<file path="config.mk">
export PLATFORM = sky130hd
export DESIGN_NAME = voxel_scene_gen
export DESIGN_NICKNAME = d
export VERILOG_FILES = /design/src/rtl/voxel_scene_gen.sv
export SDC_FILE = /design/constraint.sdc
export NUM_CORES = 2
export LEC_CHECK = 0
export ABC_AREA = 1
export BUFFER_PORTS_ARGS = -buffer_cell sky130_fd_sc_hd__buf_4
export CAP_MARGIN = 20
export CORE_MARGIN = 1
export CORE_UTILIZATION = 40
export CTS_BUF_LIST = sky130_fd_sc_hd__clkbuf_8
export DETAILED_ROUTE_END_ITERATION = 12
export MAX_ROUTING_LAYER = met4
export SLEW_MARGIN = 20
export SYNTH_ARGS = -nofsm -noshare
export SYNTH_HDL_FRONTEND = slang
export SYNTH_SLANG_ARGS = --single-unit
</file>
<file path="constraint.sdc">
create_clock -name clk -period 10.3 [get_ports clk]
set_clock_uncertainty 0.1 [all_clocks]
set_input_delay 2.06 -clock clk [delete_from_list [all_inputs] [get_ports clk]]
set_output_delay 2.06 -clock clk [all_outputs]
set_load 0.01 [all_outputs]
</file>
<file path="src/rtl/voxel_scene_gen.sv">
// Procedural voxel scene generator: raster-scans a 2^GRID_LOG2 cube and writes each voxel's winning primitive payload.
// Optional feature macro: VOXEL_GEN_BOX_EN enables axis-aligned box primitives (kind 2).
module voxel_scene_gen #(
    parameter int GRID_LOG2 = 6,
    parameter int NUM_PRIMS = 4,
    parameter int DATA_W    = 64
) (
    input  logic                   clk,
    input  logic                   rst_n,
    input  logic                   cfg_we,
    input  logic [3:0]             cfg_idx,
    input  logic [1:0]             cfg_kind,
    input  logic [GRID_LOG2-1:0]   cfg_cx,
    input  logic [GRID_LOG2-1:0]   cfg_cy,
    input  logic [GRID_LOG2-1:0]   cfg_cz,
    input  logic [GRID_LOG2-1:0]   cfg_r,
    input  logic [DATA_W-1:0]      cfg_data,
    input  logic [DATA_W-1:0]      clear_data,
    input  logic                   start,
    input  logic                   abort,
    output logic                   busy,
    output logic                   done,
    output logic                   wr_valid,
    input  logic                   wr_ready,
    output logic [3*GRID_LOG2-1:0] wr_addr,
    output logic [DATA_W-1:0]      wr_data
);
    localparam int G      = GRID_LOG2;
    localparam int AW     = 3 * GRID_LOG2;
    localparam int SW     = 2 * GRID_LOG2 + 4;
    localparam int DIFF_W = GRID_LOG2 + 1;

    typedef enum logic [1:0] {ST_IDLE = 2'd0, ST_SCAN = 2'd1, ST_DRAIN = 2'd2, ST_DONE = 2'd3} state_t;

    state_t            state_r;
    logic [AW-1:0]     cnt_r;
    logic [1:0]        kind_r      [NUM_PRIMS];
    logic [G-1:0]      cx_r        [NUM_PRIMS];
    logic [G-1:0]      cy_r        [NUM_PRIMS];
    logic [G-1:0]      cz_r        [NUM_PRIMS];
    logic [G-1:0]      r_r         [NUM_PRIMS];
    logic [DATA_W-1:0] data_r      [NUM_PRIMS];
    logic [1:0]        snap_kind_r [NUM_PRIMS];
    logic [G-1:0]      snap_cx_r   [NUM_PRIMS];
    logic [G-1:0]      snap_cy_r   [NUM_PRIMS];
    logic [G-1:0]      snap_cz_r   [NUM_PRIMS];
    logic [G-1:0]      snap_r_r    [NUM_PRIMS];
    logic [DATA_W-1:0] snap_data_r [NUM_PRIMS];
    logic [DATA_W-1:0] snap_clear_r;

    logic [DIFF_W-1:0] dx_s [NUM_PRIMS];
    logic [DIFF_W-1:0] dy_s [NUM_PRIMS];
    logic [DIFF_W-1:0] dz_s [NUM_PRIMS];
    logic [DIFF_W-1:0] adx_s [NUM_PRIMS];
    logic [DIFF_W-1:0] ady_s [NUM_PRIMS];
    logic [DIFF_W-1:0] adz_s [NUM_PRIMS];
    logic [SW-1:0]     sq_s [NUM_PRIMS];
    logic [SW-1:0]     r_sq_s [NUM_PRIMS];
    logic [SW-1:0]     s1_sq_r [NUM_PRIMS];
`ifdef VOXEL_GEN_BOX_EN
    logic [DIFF_W-1:0] s1_adx_r [NUM_PRIMS];
    logic [DIFF_W-1:0] s1_ady_r [NUM_PRIMS];
    logic [DIFF_W-1:0] s1_adz_r [NUM_PRIMS];
`endif
    logic              s1_valid_r;
    logic [AW-1:0]     s1_addr_r;
    logic [NUM_PRIMS-1:0] hit_s;
    logic [DATA_W-1:0] sel_data_s;

    logic en_s;
    logic issue_s;
    logic start_acc_s;
    logic [G-1:0] cur_x_s, cur_y_s, cur_z_s, s1_y_s;

    // Whole pipeline advances only when the output register is free or being accepted.
    assign en_s        = !(wr_valid && !wr_ready);
    assign issue_s     = (state_r == ST_SCAN) && en_s;
    assign start_acc_s = (state_r == ST_IDLE) && start && !abort;
    assign cur_x_s     = cnt_r[AW-1 -: G];
    assign cur_y_s     = cnt_r[2*G-1 -: G];
    assign cur_z_s     = cnt_r[G-1:0];
    assign s1_y_s      = s1_addr_r[2*G-1 -: G];

    // Control FSM with registered busy/done; abort overrides everything.
    always_ff @(posedge clk or negedge rst_n) begin
        if (!rst_n) begin
            state_r <= ST_IDLE;
            cnt_r   <= {AW{1'b0}};
            busy    <= 1'b0;
            done    <= 1'b0;
        end else if (abort) begin
            state_r <= ST_IDLE;
            cnt_r   <= {AW{1'b0}};
            busy    <= 1'b0;
            done    <= 1'b0;
        end else begin
            case (state_r)
                ST_IDLE: begin
                    done <= 1'b0;
                    if (start) begin
                        state_r <= ST_SCAN;
                        busy    <= 1'b1;
                        cnt_r   <= {AW{1'b0}};
                    end
                end
                ST_SCAN: begin
                    if (en_s) begin
                        cnt_r <= cnt_r + AW'(1);
                        if (cnt_r == {AW{1'b1}}) begin
                            state_r <= ST_DRAIN;
                        end
                    end
                end
                ST_DRAIN: begin
                    if (wr_valid && wr_ready && !s1_valid_r) begin
                        state_r <= ST_DONE;
                        busy    <= 1'b0;
                        done    <= 1'b1;
                    end
                end
                ST_DONE: begin
                    done    <= 1'b0;
                    state_r <= ST_IDLE;
                end
                default: begin
                    state_r <= ST_IDLE;
                    busy    <= 1'b0;
                    done    <= 1'b0;
                end
            endcase
        end
    end

    // Host-visible slot table; writes are dropped while a scan is running.
    always_ff @(posedge clk or negedge rst_n) begin
        if (!rst_n) begin
            for (int i = 0; i < NUM_PRIMS; i++) begin
                kind_r[i] <= 2'd0;
                cx_r[i]   <= {G{1'b0}};
                cy_r[i]   <= {G{1'b0}};
                cz_r[i]   <= {G{1'b0}};
                r_r[i]    <= {G{1'b0}};
                data_r[i] <= {DATA_W{1'b0}};
            end
        end else if (cfg_we && !busy) begin
            for (int i = 0; i < NUM_PRIMS; i++) begin
                if (cfg_idx == 4'(i)) begin
                    kind_r[i] <= cfg_kind;
                    cx_r[i]   <= cfg_cx;
                    cy_r[i]   <= cfg_cy;
                    cz_r[i]   <= cfg_cz;
                    r_r[i]    <= cfg_r;
                    data_r[i] <= cfg_data;
                end
            end
        end
    end

    // Snapshot of the table and clear value taken when a scan is launched.
    always_ff @(posedge clk or negedge rst_n) begin
        if (!rst_n) begin
            snap_clear_r <= {DATA_W{1'b0}};
            for (int i = 0; i < NUM_PRIMS; i++) begin
                snap_kind_r[i] <= 2'd0;
                snap_cx_r[i]   <= {G{1'b0}};
                snap_cy_r[i]   <= {G{1'b0}};
                snap_cz_r[i]   <= {G{1'b0}};
                snap_r_r[i]    <= {G{1'b0}};
                snap_data_r[i] <= {DATA_W{1'b0}};
            end
        end else if (start_acc_s) begin
            snap_clear_r <= clear_data;
            snap_kind_r  <= kind_r;
            snap_cx_r    <= cx_r;
            snap_cy_r    <= cy_r;
            snap_cz_r    <= cz_r;
            snap_r_r     <= r_r;
            snap_data_r  <= data_r;
        end
    end

    // Stage 1 combinational: two's-complement differences, magnitudes and full-width squared distance.
    always_comb begin
        for (int i = 0; i < NUM_PRIMS; i++) begin
            dx_s[i]  = {1'b0, cur_x_s} - {1'b0, snap_cx_r[i]};
            dy_s[i]  = {1'b0, cur_y_s} - {1'b0, snap_cy_r[i]};
            dz_s[i]  = {1'b0, cur_z_s} - {1'b0, snap_cz_r[i]};
            adx_s[i] = dx_s[i][G] ? (~dx_s[i] + DIFF_W'(1)) : dx_s[i];
            ady_s[i] = dy_s[i][G] ? (~dy_s[i] + DIFF_W'(1)) : dy_s[i];
            adz_s[i] = dz_s[i][G] ? (~dz_s[i] + DIFF_W'(1)) : dz_s[i];
            sq_s[i]  = SW'(adx_s[i]) * SW'(adx_s[i]) + SW'(ady_s[i]) * SW'(ady_s[i])
                     + SW'(adz_s[i]) * SW'(adz_s[i]);
        end
    end

    // Stage 2 combinational: per-slot hit test and highest-index priority select.
    always_comb begin
        hit_s      = {NUM_PRIMS{1'b0}};
        sel_data_s = snap_clear_r;
        for (int i = 0; i < NUM_PRIMS; i++) begin
            r_sq_s[i] = SW'(snap_r_r[i]) * SW'(snap_r_r[i]);
            case (snap_kind_r[i])
                2'd1: hit_s[i] = (s1_sq_r[i] <= r_sq_s[i]);
`ifdef VOXEL_GEN_BOX_EN
                2'd2: hit_s[i] = (s1_adx_r[i] <= {1'b0, snap_r_r[i]}) &&
                                 (s1_ady_r[i] <= {1'b0, snap_r_r[i]}) &&
                                 (s1_adz_r[i] <= {1'b0, snap_r_r[i]});
`else
                2'd2: hit_s[i] = 1'b0;
`endif
                2'd3: hit_s[i] = (s1_y_s == snap_cy_r[i]);
                default: hit_s[i] = 1'b0;
            endcase
            if (hit_s[i]) begin
                sel_data_s = snap_data_r[i];
            end else begin
                sel_data_s = sel_data_s;
            end
        end
    end

    // Pipeline registers (stage 1 and output stage), frozen as a whole under backpressure.
    always_ff @(posedge clk or negedge rst_n) begin
        if (!rst_n) begin
            s1_valid_r <= 1'b0;
            s1_addr_r  <= {AW{1'b0}};
            wr_valid   <= 1'b0;
            wr_addr    <= {AW{1'b0}};
            wr_data    <= {DATA_W{1'b0}};
            for (int i = 0; i < NUM_PRIMS; i++) begin
                s1_sq_r[i] <= {SW{1'b0}};
`ifdef VOXEL_GEN_BOX_EN
                s1_adx_r[i] <= {DIFF_W{1'b0}};
                s1_ady_r[i] <= {DIFF_W{1'b0}};
                s1_adz_r[i] <= {DIFF_W{1'b0}};
`endif
            end
        end else if (abort) begin
            s1_valid_r <= 1'b0;
            wr_valid   <= 1'b0;
        end else if (en_s) begin
            s1_valid_r <= issue_s;
            s1_addr_r  <= cnt_r;
            s1_sq_r    <= sq_s;
`ifdef VOXEL_GEN_BOX_EN
            s1_adx_r   <= adx_s;
            s1_ady_r   <= ady_s;
            s1_adz_r   <= adz_s;
`endif
            wr_valid   <= s1_valid_r;
            if (s1_valid_r) begin
                wr_addr <= s1_addr_r;
                wr_data <= sel_data_s;
            end
        end
    end
endmodule

</file>
==> impl_metrics.ini <==
[outcome]
status = complete, no violations

[synth]
async_flop_share_pct = 100
netlist_area_um2 = 63500
yosysMostFrequentCell = nand2_1
syn_inst = 6950
ys_top_cells_by_area = dfrtp_1, fa_1, nand2_1
synth_top_cell_by_area = dfrtp_1
synth_edf_count = 0
seq_area_frac_synth_pct = 38.3
synth_ff_type = dfrtp_1
synth.avg_cell_area_um2 = 9.14
yosysWarningCount = 0
ys_ff_latch = 972
ys_types = 62
synth.top_cells.by_count = nand2_1, inv_1, dfrtp_1, o21ai_0, ha_1
yosysTopAreaCellShare_pct = 38.3

[grt]
grt_max_degree = 181
grt_pass1_wl_um = 270000
grt_antenna_before_repair = 7
overflow = 0
grt_usage_pct = 21.9
grt_pass1_vias = 47694

[worst_setup_path]
cp-start-kind = register
worstPathMaxFanout = 8
cp-end-kind = register
arrival_ps = 9130
critPathRequiredTime_ps = 11010
max_stage_delay_ps = 580
crit_type = register to register
crit_slowest_cell = fa_1

[sta]
rsz0062_at_grt = false
period_minus_slack_ps = 8420
finalSetupViolCount = 0
slew_headroom_pct = 30.8
whs_ps = 375
final-hold-violation-count = 0
max_freq_mhz = 119
tightest_slew_ps = 1040
slew_violations = 0
fin_setup_tns_ps = 0
finalCritPeriodShare_pct = 81.8

[floorplan]
die_h_um = 400
rows = 145
die_area_um2 = 160000
fp.dieW_um = 400
floorplan.initialDensity_pct = 40.5
ios = 249
core_area_um2 = 157000

[routing]
drc_errors = 0
via_per_inst = 4.99
drt-initial-drc-count = 2862
ant_nets = 0
finalWirelength_um = 167000
wire_per_inst_um = 17.8
first_pass_iters = 7
dr_total_vias = 46877

[clocking]
cts_tree = built
root_buffer = clkbuf_8
cts_setup_buffers = 0
cts_resized = 0
cts.sinks = 972
htreeDepth = 4
insertion_delay_ps = 910
cts_hold_buf = 0
clockBufferDepth = 3
cts_made_buffers = 170
clk_pin_slew_ps = 50

[layout]
area_delta_synth_final_pct = 11.7
final_util_pct = 45.2
multi_input_area_um2 = 33700
seqCellArea_um2 = 24300
final_layout_size_suffix_gt1_share_pct = 13.1
fillers = 15253
nets = 8211

[run]
maxCapViolCount = 0

[placement]
finalWeightedCongestion = 0.919
numPortBuffers = 248
hpwl_um = 118000

[min_path]
min_path_type = register to register
## critical path, delay by kind of cell (launching register included)
kind                       cells  cell delay [ps]
xor gates and xnor gates       2              400
AOI/OAI and AO/OA              5             1110
and+or+nand+nor                8             1050
adders and majority gates     10             4380
buffers and inverters          8              870
DFF                            1              410
## path summary, 6_finish.rpt
kind	start	endpoint	slack, ps	cells past startpoint
setup / recovery	cnt_r[0]$_DFFE_PN0P_	s1_sq_r[59]$_DFFE_PN0P_	1880	33
hold / removal	wr_addr[16]$_DFFE_PN0P_	wr_addr[16]$_DFFE_PN0P_	370	2
setup reg to reg	cnt_r[0]$_DFFE_PN0P_	s1_sq_r[59]$_DFFE_PN0P_	1880	33
hold reg to reg	wr_addr[16]$_DFFE_PN0P_	wr_addr[16]$_DFFE_PN0P_	370	2
max in group asynchronous	rst_n	snap_data_r[199]$_DFFE_PN0P_	6760	3
min in group asynchronous	rst_n	data_r[31]$_DFFE_PN0P_	1080	1
## final cells by class
type | instances | area share [%]
Clock inverter | 88 | 1.05
Timing Repair Buffer | 289 | 3.22
Sequential cell | 972 | 34.3
Tap cell | 2058 | 3.63
Inverter | 1139 | 6.03
Antenna cell | 6 | 0.0212
Clock buffer | 216 | 4.19
Multi-Input combinational cell | 4631 | 47.6
## placed cells by master (no fill, tap or decap), drive strengths merged, types with 30 or more instances in the layout
cell,synthesis,routed
ha,430,430
mux2,343,343
nand3b,73,73
fa,414,414
xor2,93,93
dfrtp,972,972
a21oi,212,212
buf,110,289
nand3,408,408
clkbuf,135,216
nor2,391,391
nor3,30,30
inv,1138,1203
o21ai,562,562
xnor2,66,66
conb,2,44
nand2,1454,1454
## sequential cells by signal (all words and copies together), names as in the netlist
register      cells
wr_addr          18
snap_r_r         24
s1_addr_r        18
wr_valid          1
s1_valid_r        1
cz_r             24
busy              1
s1_sq_r          64
kind_r            8
r_r              24
cnt_r            18
state_r           2
snap_kind_r       8
snap_cx_r        24
snap_cz_r        24
snap_clear_r     64
data_r          256
wr_data          64
snap_cy_r        24
cx_r             24
snap_data_r     256
done              1
cy_r             24
## metal layers
metal  global-route usage, %  vias up  share of wire (%)  wire length, µm
met1                    30.6    23197                 47            79200
met2                    33.2     1079                 45            75800
met5                       -        -                  0                0
li1                        -    22393                  -                -
met4                    5.45        0                2.0             3330
met3                    3.47      208                5.3             8860
## kinds of logic after synthesis
family | count (synthesis) | synth area share (%)
and+or+nand+nor | 2421 | 16.0
buffers and inverters | 1389 | 9.01
DFF | 972 | 38.3
adders and majority gates | 844 | 21.5
AOI/OAI and AO/OA | 819 | 6.84
muxes | 344 | 6.10
xor gates and xnor gates | 159 | 2.24
other | 2 | 0.0118
## metrics by stage
step	cells	area, µm²	setup slack (ps)
finish	9399	70900	1880
global route	9398	70900	1310
CTS	9393	70900	1830
detailed placement	9089	67200	1860
global placement	9089	67200	2110
floorplan	6992	63700	2820
Power is not shown: default switching activity piles up to over one toggle a cycle in this logic, so the estimate is an artifact.
